### src/rtl/lc4_seq_alu.sv
// lc4_seq_alu: handshaked ALU for the LC4 execute stage.
// Simple ops finish in one cycle. MUL (when MUL_ITER=1) and unsigned DIV/MOD
// take one bit per cycle over WIDTH cycles. A registered result is held
// until the consumer takes it, and the producer stalls on o_ready.
`timescale 1ns/1ps

module lc4_seq_alu #(
    parameter  int WIDTH    = 16,
    parameter  int MUL_ITER = 1,
    localparam int SH_W     = $clog2(WIDTH)
) (
    input  logic             clk,
    input  logic             rst,
    input  logic             i_valid,
    output logic             o_ready,
    input  logic [3:0]       i_op,
    input  logic [WIDTH-1:0] i_a,
    input  logic [WIDTH-1:0] i_b,
    input  logic [SH_W-1:0]  i_shamt,
    output logic             o_valid,
    input  logic             i_ready,
    output logic [WIDTH-1:0] o_result,
    output logic             o_busy
);

    localparam logic [3:0] OP_ADD     = 4'd0;
    localparam logic [3:0] OP_SUB     = 4'd1;
    localparam logic [3:0] OP_MUL     = 4'd2;
    localparam logic [3:0] OP_DIV     = 4'd3;
    localparam logic [3:0] OP_MOD     = 4'd4;
    localparam logic [3:0] OP_AND     = 4'd5;
    localparam logic [3:0] OP_NOT     = 4'd6;
    localparam logic [3:0] OP_OR      = 4'd7;
    localparam logic [3:0] OP_XOR     = 4'd8;
    localparam logic [3:0] OP_SLL     = 4'd9;
    localparam logic [3:0] OP_SRA     = 4'd10;
    localparam logic [3:0] OP_SRL     = 4'd11;
    localparam logic [3:0] OP_CONST   = 4'd12;
    localparam logic [3:0] OP_HICONST = 4'd13;

    // Iteration counter runs 0 .. WIDTH-1, one bit per cycle.
    localparam int                CNT_W    = $clog2(WIDTH);
    localparam logic [CNT_W-1:0]  CNT_LAST = CNT_W'(WIDTH - 1);
    localparam logic [CNT_W-1:0]  CNT_ONE  = CNT_W'(1);
    localparam logic [WIDTH-1:0]  LO_MASK  = {{(WIDTH/2){1'b0}}, {(WIDTH/2){1'b1}}};

    typedef enum logic [1:0] {
        ST_IDLE = 2'd0,
        ST_MUL  = 2'd1,
        ST_DIV  = 2'd2,
        ST_DONE = 2'd3
    } state_t;

    state_t             r_state;
    logic               r_valid;
    logic               r_busy;
    logic [WIDTH-1:0]   r_result;
    logic [3:0]         r_op;
    logic [CNT_W-1:0]   r_cnt;

    // Shift-add multiplier state: accumulator, shifted multiplicand, multiplier.
    logic [WIDTH-1:0]   r_acc;
    logic [WIDTH-1:0]   r_mcand;
    logic [WIDTH-1:0]   r_mplier;

    // Restoring divider state: partial remainder (one guard bit), dividend/quotient, divisor.
    logic [WIDTH:0]     r_rem;
    logic [WIDTH-1:0]   r_quo;
    logic [WIDTH-1:0]   r_divisor;

    logic               w_ready;
    logic               w_accept;
    logic               w_start_mul;
    logic               w_start_div;
    logic [WIDTH-1:0]   w_fast;
    logic signed [WIDTH-1:0] w_a_signed;
    logic [WIDTH-1:0]   w_acc_next;
    logic [WIDTH+1:0]   w_div_sh;
    logic [WIDTH+1:0]   w_div_diff;
    logic               w_div_ok;
    logic [WIDTH:0]     w_rem_next;
    logic [WIDTH-1:0]   w_quo_next;
    logic [WIDTH-1:0]   w_div_result;

    assign w_ready     = (r_state == ST_IDLE) || ((r_state == ST_DONE) && i_ready);
    assign w_accept    = i_valid && w_ready;
    assign w_start_mul = (i_op == OP_MUL) && (MUL_ITER != 0);
    assign w_start_div = (i_op == OP_DIV) || (i_op == OP_MOD);
    assign w_a_signed  = i_a;

    // One multiply step: add the multiplicand when the current multiplier LSB is set.
    assign w_acc_next  = r_mplier[0] ? (r_acc + r_mcand) : r_acc;

    // One restoring-divide step: shift in the next dividend bit, try subtracting.
    // A clear top bit of the difference means no borrow, i.e. quotient bit 1.
    assign w_div_sh    = {r_rem, r_quo[WIDTH-1]};
    assign w_div_diff  = w_div_sh - {2'b00, r_divisor};
    assign w_div_ok    = ~w_div_diff[WIDTH+1];
    assign w_rem_next  = w_div_ok ? w_div_diff[WIDTH:0] : w_div_sh[WIDTH:0];
    assign w_quo_next  = {r_quo[WIDTH-2:0], w_div_ok};

    // Divide by zero reports 0 for both quotient and remainder.
    assign w_div_result = (r_divisor == '0) ? '0 :
                          ((r_op == OP_MOD) ? w_rem_next[WIDTH-1:0] : w_quo_next);

    assign o_ready  = w_ready;
    assign o_valid  = r_valid;
    assign o_result = r_result;
    assign o_busy   = r_busy;

    // Single-cycle result for every op that does not iterate.
    always_comb begin
        w_fast = '0;
        case (i_op)
            OP_ADD:     w_fast = i_a + i_b;
            OP_SUB:     w_fast = i_a - i_b;
            OP_MUL: begin
                if (MUL_ITER == 0) begin
                    w_fast = i_a * i_b;
                end else begin
                    w_fast = '0;
                end
            end
            OP_AND:     w_fast = i_a & i_b;
            OP_NOT:     w_fast = ~i_a;
            OP_OR:      w_fast = i_a | i_b;
            OP_XOR:     w_fast = i_a ^ i_b;
            OP_SLL:     w_fast = i_a << i_shamt;
            OP_SRA:     w_fast = w_a_signed >>> i_shamt;
            OP_SRL:     w_fast = i_a >> i_shamt;
            OP_CONST:   w_fast = i_b;
            OP_HICONST: w_fast = (i_a & LO_MASK) | (i_b << (WIDTH/2));
            default:    w_fast = '0;
        endcase
    end

    // Control FSM and datapath registers; accepting a request takes priority
    // because it can only happen from IDLE or from DONE as the result retires.
    always_ff @(posedge clk) begin
        if (rst) begin
            r_state   <= ST_IDLE;
            r_valid   <= 1'b0;
            r_busy    <= 1'b0;
            r_result  <= '0;
            r_op      <= 4'd0;
            r_cnt     <= '0;
            r_acc     <= '0;
            r_mcand   <= '0;
            r_mplier  <= '0;
            r_rem     <= '0;
            r_quo     <= '0;
            r_divisor <= '0;
        end else if (w_accept) begin
            r_op  <= i_op;
            r_cnt <= '0;
            if (w_start_mul) begin
                r_acc    <= '0;
                r_mcand  <= i_a;
                r_mplier <= i_b;
                r_state  <= ST_MUL;
                r_busy   <= 1'b1;
                r_valid  <= 1'b0;
            end else if (w_start_div) begin
                r_rem     <= '0;
                r_quo     <= i_a;
                r_divisor <= i_b;
                r_state   <= ST_DIV;
                r_busy    <= 1'b1;
                r_valid   <= 1'b0;
            end else begin
                r_result <= w_fast;
                r_state  <= ST_DONE;
                r_valid  <= 1'b1;
                r_busy   <= 1'b0;
            end
        end else begin
            case (r_state)
                ST_IDLE: begin
                    r_valid <= 1'b0;
                    r_busy  <= 1'b0;
                end
                ST_MUL: begin
                    r_acc    <= w_acc_next;
                    r_mcand  <= r_mcand << 1;
                    r_mplier <= r_mplier >> 1;
                    r_cnt    <= r_cnt + CNT_ONE;
                    if (r_cnt == CNT_LAST) begin
                        r_result <= w_acc_next;
                        r_state  <= ST_DONE;
                        r_valid  <= 1'b1;
                        r_busy   <= 1'b0;
                    end
                end
                ST_DIV: begin
                    r_rem <= w_rem_next;
                    r_quo <= w_quo_next;
                    r_cnt <= r_cnt + CNT_ONE;
                    if (r_cnt == CNT_LAST) begin
                        r_result <= w_div_result;
                        r_state  <= ST_DONE;
                        r_valid  <= 1'b1;
                        r_busy   <= 1'b0;
                    end
                end
                ST_DONE: begin
                    if (i_ready) begin
                        r_state <= ST_IDLE;
                        r_valid <= 1'b0;
                    end
                end
                default: begin
                    r_state <= ST_IDLE;
                    r_valid <= 1'b0;
                    r_busy  <= 1'b0;
                end
            endcase
        end
    end

endmodule

### config.mk
export PLATFORM = sky130hd
export DESIGN_NAME = lc4_seq_alu
export DESIGN_NICKNAME = d
export VERILOG_FILES = /design/src/rtl/lc4_seq_alu.sv
export SDC_FILE = /design/constraint.sdc
export NUM_CORES = 1
export LEC_CHECK = 0
export CAP_MARGIN = 40
export CELL_PAD_IN_SITES_DETAIL_PLACEMENT = 0
export CELL_PAD_IN_SITES_GLOBAL_PLACEMENT = 1
export CORE_UTILIZATION = 25
export CTS_CLUSTER_DIAMETER = 60
export DETAILED_ROUTE_END_ITERATION = 10
export PLACE_DENSITY = 0.59
export SYNTH_ARGS = -nofsm -noshare
export SYNTH_HDL_FRONTEND = slang
export SYNTH_SLANG_ARGS = --single-unit
### constraint.sdc
create_clock -name clk -period 4.77 [get_ports clk]
set_input_delay 0.7155 -clock clk [delete_from_list [all_inputs] [get_ports clk]]
set_output_delay 0.7155 -clock clk [all_outputs]
set_load 0.01 [all_outputs]
### Word level (Yosys, flattened, before mapping)

Cells that the tools add are included.

| storage, ports and cells | value |
|---|---|
| bits in registers | 125 |
| output and inout port bits | 19 |

| operators by class | value |
|---|---|
| add/sub/neg operators | 5 |
| eq/ne operators | 26 |
| shifts and indexed selects | 3 |
| muxes and demuxes | 45 |
| bitwise operators | 7 |
| reduce and logical (&&, ||, !) cells | 21 |

Operators with widths:

| kind | number |
|---|---|
| $mux 16 | 21 |
| $pmux 16 s11 | 1 |
| $mux 17 | 5 |
| $add 16x16->16 | 2 |
| $pmux 16 s2 | 1 |
| $eq 4x4->1 const B | 7 |
| $eq 4x3->1 const B | 5 |
| $sub 18x16->18 | 1 |
| $and 16x16->16 | 1 |
| $logic_not 16->1 | 1 |
| $not 16->16 | 1 |
| $or 16x16->16 | 1 |
| $or 8x16->16 | 1 |
| $shl 16x4->16 | 1 |
| $shr 16x4->16 | 1 |
| $sshr 16x4->16 | 1 |
| $sub 16x16->16 | 1 |
| $xor 16x16->16 | 1 |
| $mux 1 | 10 |
| $ne 3x3->1 const B | 3 |
| $reduce_and 3->1 | 3 |
| $reduce_bool 3->1 | 3 |
| $eq 4x2->1 const B | 2 |
| $mux 2 | 4 |
| 19 further kinds | 29 |

### Depth between registers and ports, before layout

| logic depth | value |
|---|---|
| depth in word-level cells | 7 |
| depth in mapped cells | 18 |

### Least setup slack after synthesis

Ideal clock, no wire load.

| timing | value |
|---|---|
| path kind | input-to-reg |
| start point | input port i_op[0] |
| end point | register r_result[14], in the netlist o_result[14] |
| setup time | 0.136 ns |
| data arrival time | 4.147 ns |
| path slack | 0.487 ns |
| cell stages on the path | 17 |
| path through | buf_2 buf_2 buf_1 clkbuf_1 and2_1 clkbuf_1 a31oi_1 xnor2_1 ha_1 a21o_1 a21oi_1 a21oi_1 nor3_1 o21ai_0 mux2_2 o32ai_1 a311oi_1 |

| between the ends | value |
|---|---|
| longest elaborated chain between the ends | 5 |
| elaborated cells on any way between the ends | 22 |
| classes of those cells | eq/ne: 15; mux: 4; reduce/logical: 3 |

RTL lines:

| element | line | RTL |
|---|---|---|
| from (decl) | 16 | `input logic [3:0] i_op,` |
| $eq 4x4->1 (tied with other cells) | 114 | `case (i_op)` |
| $pmux 16 s11 | 114 |  |
| $mux 16 | 163 | `end else if (w_start_div) begin` |
| $mux 16 | 156 | `if (w_start_mul) begin` |
| $mux 16 | 153 | `end else if (w_accept) begin` |
| to (signal assigned) | 171 | `r_result <= w_fast;` |
| to (signal assigned) | 188 | `r_result <= w_acc_next;` |
| to (signal assigned) | 199 | `r_result <= w_div_result;` |
| to (decl) | 57 | `logic [WIDTH-1:0] r_result;` |

Several ways; a longest one is shown, not always the timed one. The select of a mux whose other input is x is not followed.
A chain may end at the register's enable or synchronous reset.

### Final worst setup path

| timing | value |
|---|---|
| start point | input port i_b[7] |
| end point | register r_result[14], in the netlist o_result[14] |

| between the ends | value |
|---|---|
| longest elaborated chain between the ends | 5 |
| elaborated cells on any way between the ends | 6 |
| classes of those cells | add/sub: 2; mux: 4 |

RTL lines:

| element | line | RTL |
|---|---|---|
| from (decl) | 18 | `input logic [WIDTH-1:0] i_b,` |
| $sub 16x16->16 or $add 16x16->16 (tied branches) | 116, 115 |  |
| $pmux 16 s11 (*) | 114 |  |
| $mux 16 (*) | 163 |  |
| $mux 16 (*) | 156 |  |
| $mux 16 (*) | 153 |  |

Mark *: on every way between the ends. The rest lies on a longest branch, timed or not. The select of a mux whose other input is x is not followed.

==> metrics.txt <==
Area Growth Syn to Fin 17.94%; flops & latches, synth 125; Clock Pin Slew Worst Setup and Hold Paths 0.07 ns; FMAX 255.1 MHz; Crit Path Class input port to flip-flop; CTS Root Cell clkbuf_16; first-pass GRT wire length 73280 um; ant diodes 0; Ys Warns 0; Die H 215.6 um; post-route insts no fill 2152; Switching Share 46.94%; met1 usage 27.03%; Vias/cell 5.506; worst skew pair latency 0.43 ns; DR WL/cell 22.42 um; Seq pwr share 21.7%; number of max-cap violations 0; filler cell count 4829; largest net degree at the start of global routing 68; number of flops mapped to enable cells by yosys 0; First DRT Iteration DRCs 874; Post-Syn Area 11410 um2; Fin. Hold Viols 0; Nets 1680; drt first pass iters 7; FF-to-FF path depth 10; vias in the first global route 11500; DRC viols 0; via count 11850; CTS max path bufs 2; setup_tns 0 ns; met2 Track Usage GR 34.36%; ANT nets after route 0; Setup Skew 0.009859 ns; Core Box Area 44610 um2; Final Setup Violations 0; hold_sp o_valid; status finished clean; Slew HR 39.15%; hold path depth 2; Required @ worst endpoint 5.06 ns; worst r2r src r_divisor[6]; pwr dens 488.3 nW/um2; num rows 77; Clock Power Share 20.7%; met3 GRT Util 2.523%; Buffers on Ports 62; combinational group share of total power 57.6%; Num CTS Buffers 17; final wirelength 48260 um; H-Tree Depth 4; WP data arrival 4.21 ns; DIE WIDTH 215.6 um; Primary FF master, synth dfxtp_1; hold_buf cts 0; antenna violations before repair 0; clock sink count 125; Hold EP o_valid; fraction of layout instances using a drive strength above 1 10.45%; reg2reg end o_result[1]; Placed Instances 2122; Mapped Nets 1650; worst path cell trace clkdlybuf4s50_1, or4_1, nor2_1, nand2_1, o41ai_1, xnor2_1, ha_1, nand4_1, o21ai_0, mux2_2, o32ai_1, a311oi_1; r2r setup slk 1.26 ns; CP Capture Type flip-flop; worst slew pin tran 0.9005 ns; Mean Syn Cell Area 7.510 um2; Largest stage delay, worst path 0.58 ns; I/O pins 63; die area 46490 um2; grt ovf 0; Post-CTS Resized 0; Tcrit/Tclk final 82.17%; post-synth cell types 90; Slew Limit Fails 0; VDD IR-drop max 304.3 uV; Seq/Total Area, Yosys 21.94%; GRT Total Usage 20.52%; asr flop ratio synth 0%; global routing's busiest layer met2; RD Place Congestion 0.9044; Cells after Synth 1519; CP max FO 4; CTS tree yes; Worst path slowest cell or4_1; Hold WC Path Type flip-flop to flip-flop; Leak 4.952 nW; Post-CTS Setup Inserts 0; Internal 3.486 mW; total power 6.569 mW; RSZ-0062 raised after global routing false; final worst path period need 3.920 ns; HPWL after DPL 36570 um; switching pwr 3.084 mW; Critical Path Source Type input port; Initial Util 25.57%
-- state kept, by name (all words and copies together) (netlist names) --
signal and cells:
r_op 4, r_mplier 16, r_quo 16, o_result 16, r_state 2, o_busy 1
r_rem 17, r_cnt 4, r_divisor 16, r_acc 16, o_valid 1, r_mcand 16
-- cells by family (layout without fill, tap and decap cells) --
logic type	count (synthesis)	in the layout	synth area share, %
AND/OR/NAND/NOR	527	527	21.44
AO/OA/AOI/OAI	470	470	28.08
buffers and inverters	187	228	6.625
flip-flops	125	125	21.94
adder cells (fa/ha/maj)	87	87	9.740
multiplexers	71	71	8.183
XOR/XNOR	52	52	3.993
-- worst max path at each step --
stage | start | end | slack (ns) | cells after the start
after global routing | i_b[7] | o_result[14] | 0.62 | 12
after CTS | i_b[2] | o_result[14] | 0.86 | 12
after floorplan | i_op[0] | o_result[14] | 0.49 | 17
final | i_b[7] | o_result[14] | 0.85 | 12
after global placement | i_b[2] | o_result[14] | 0.38 | 12
after detailed placement | i_b[2] | o_result[14] | 0.41 | 12
-- metrics by stage --
step / setup WS, ns / hold WS [ns] / utilization, % / cell area, um2
3_5_place_dp: 0.4104 / 0.4552 / 28.83 / 12860
6_report: 0.8505 / 0.4600 / 30.16 / 13450
4_1_cts: 0.8559 / 0.4642 / 30.16 / 13450
2_1_floorplan: 0.4875 / 0.4396 / - / 11410
3_3_place_gp: 0.3797 / 0.4511 / 28.73 / 12820
5_1_grt: 0.6175 / 0.4854 / 30.16 / 13450
-- power groups by stage --
stage                     combinational [mW]  clock (mW)  sequential, mW
after detailed placement                3.77           0            1.45
final                                   3.78        1.36            1.43
after floorplan                         2.81           0            1.39
after global routing                    4.16        1.43            1.45
after global placement                  3.76           0            1.45
after CTS                               3.79        1.38            1.43
-- cells in the mapped netlist (9+ instances only) --
cell type	count	area [um2]
and3_1	15	93.84
nand4_1	10	62.56
a211oi_1	22	165.2
xnor2_1	44	385.4
a21oi_1	129	645.6
a22oi_1	29	217.7
nor2_1	135	506.7
clkbuf_1	98	367.9
o211ai_1	19	142.6
nand3_1	26	130.1
o21a_1	14	105.1
dfxtp_1	125	2502
nand2_1	195	732.0
a31oi_1	17	106.4
nor3_1	52	260.3
ha_1	84	1051
nand2b_1	16	100.1
a311oi_1	41	359.1
o21ai_0	71	355.3
buf_2	13	65.06
a21o_1	17	127.6
o22ai_1	13	81.33
inv_1	63	236.5
nor4_1	14	87.58
nor2b_1	14	87.58
a221oi_1	9	78.83
mux2i_1	46	460.4
or3_1	9	56.30
mux4_2	17	382.9
-- placed cells by master (no fill, tap or decap), types with 7 or more instances in the layout --
master / netlist / layout
mux2i_1: 46 / 46
nand3_1: 26 / 26
xnor2_1: 44 / 44
and2_1: 8 / 7
nand4_1: 10 / 10
o22ai_1: 13 / 13
nor2_1: 135 / 134
a22oi_1: 29 / 29
nor4_1: 14 / 14
nand2_1: 195 / 193
buf_4: 2 / 69
and3_1: 15 / 15
ha_1: 84 / 84
o211ai_1: 19 / 19
nor3_1: 52 / 51
o21ai_0: 71 / 71
mux2_2: 8 / 8
clkbuf_16: 0 / 17
clkdlybuf4s50_1: 0 / 58
or3_1: 9 / 9
xor2_1: 8 / 8
dfxtp_1: 125 / 125
a221oi_1: 9 / 9
o21a_1: 14 / 14
a211oi_1: 22 / 22
a21o_1: 17 / 17
a311oi_1: 41 / 41
a31oi_1: 17 / 17
nor2b_1: 14 / 14
nand2b_1: 16 / 16
mux4_2: 17 / 17
inv_1: 63 / 63
a21oi_1: 129 / 129
o31ai_1: 8 / 8
-- metal layers --
metal / vias to the layer above / share of wire, %
met1: 5808 / 45
met4: 0 / 2.9
met2: 348 / 47
met5: - / 0
met3: 54 / 4.6
li1: 5639 / -
-- layout make-up --
| class | instances | area, um2 | share of cell area [%] |
|---|---|---|---|
| multi-input cells | 1207 | 8179 | 60.79 |
| flip-flops and latches | 125 | 2502 | 18.60 |
| repair buffers | 134 | 1196 | 8.891 |
| well taps | 592 | 740.7 | 5.505 |
| clock buffers | 17 | 425.4 | 3.162 |
| inverters | 64 | 240.2 | 1.786 |
| clock inverters | 13 | 170.2 | 1.265 |
-- worst max-delay path, delay by kind of cell --
kind	cells	cell delay (ns)
AOI/OAI and AO/OA	4	1.07
and+or+nand+nor	4	1.01
buffers and inverters	1	0.56
adders and majority gates	1	0.36
muxes	1	0.36
xor gates and xnor gates	1	0.13
No activity file was read; power rests on OpenSTA's default activity.
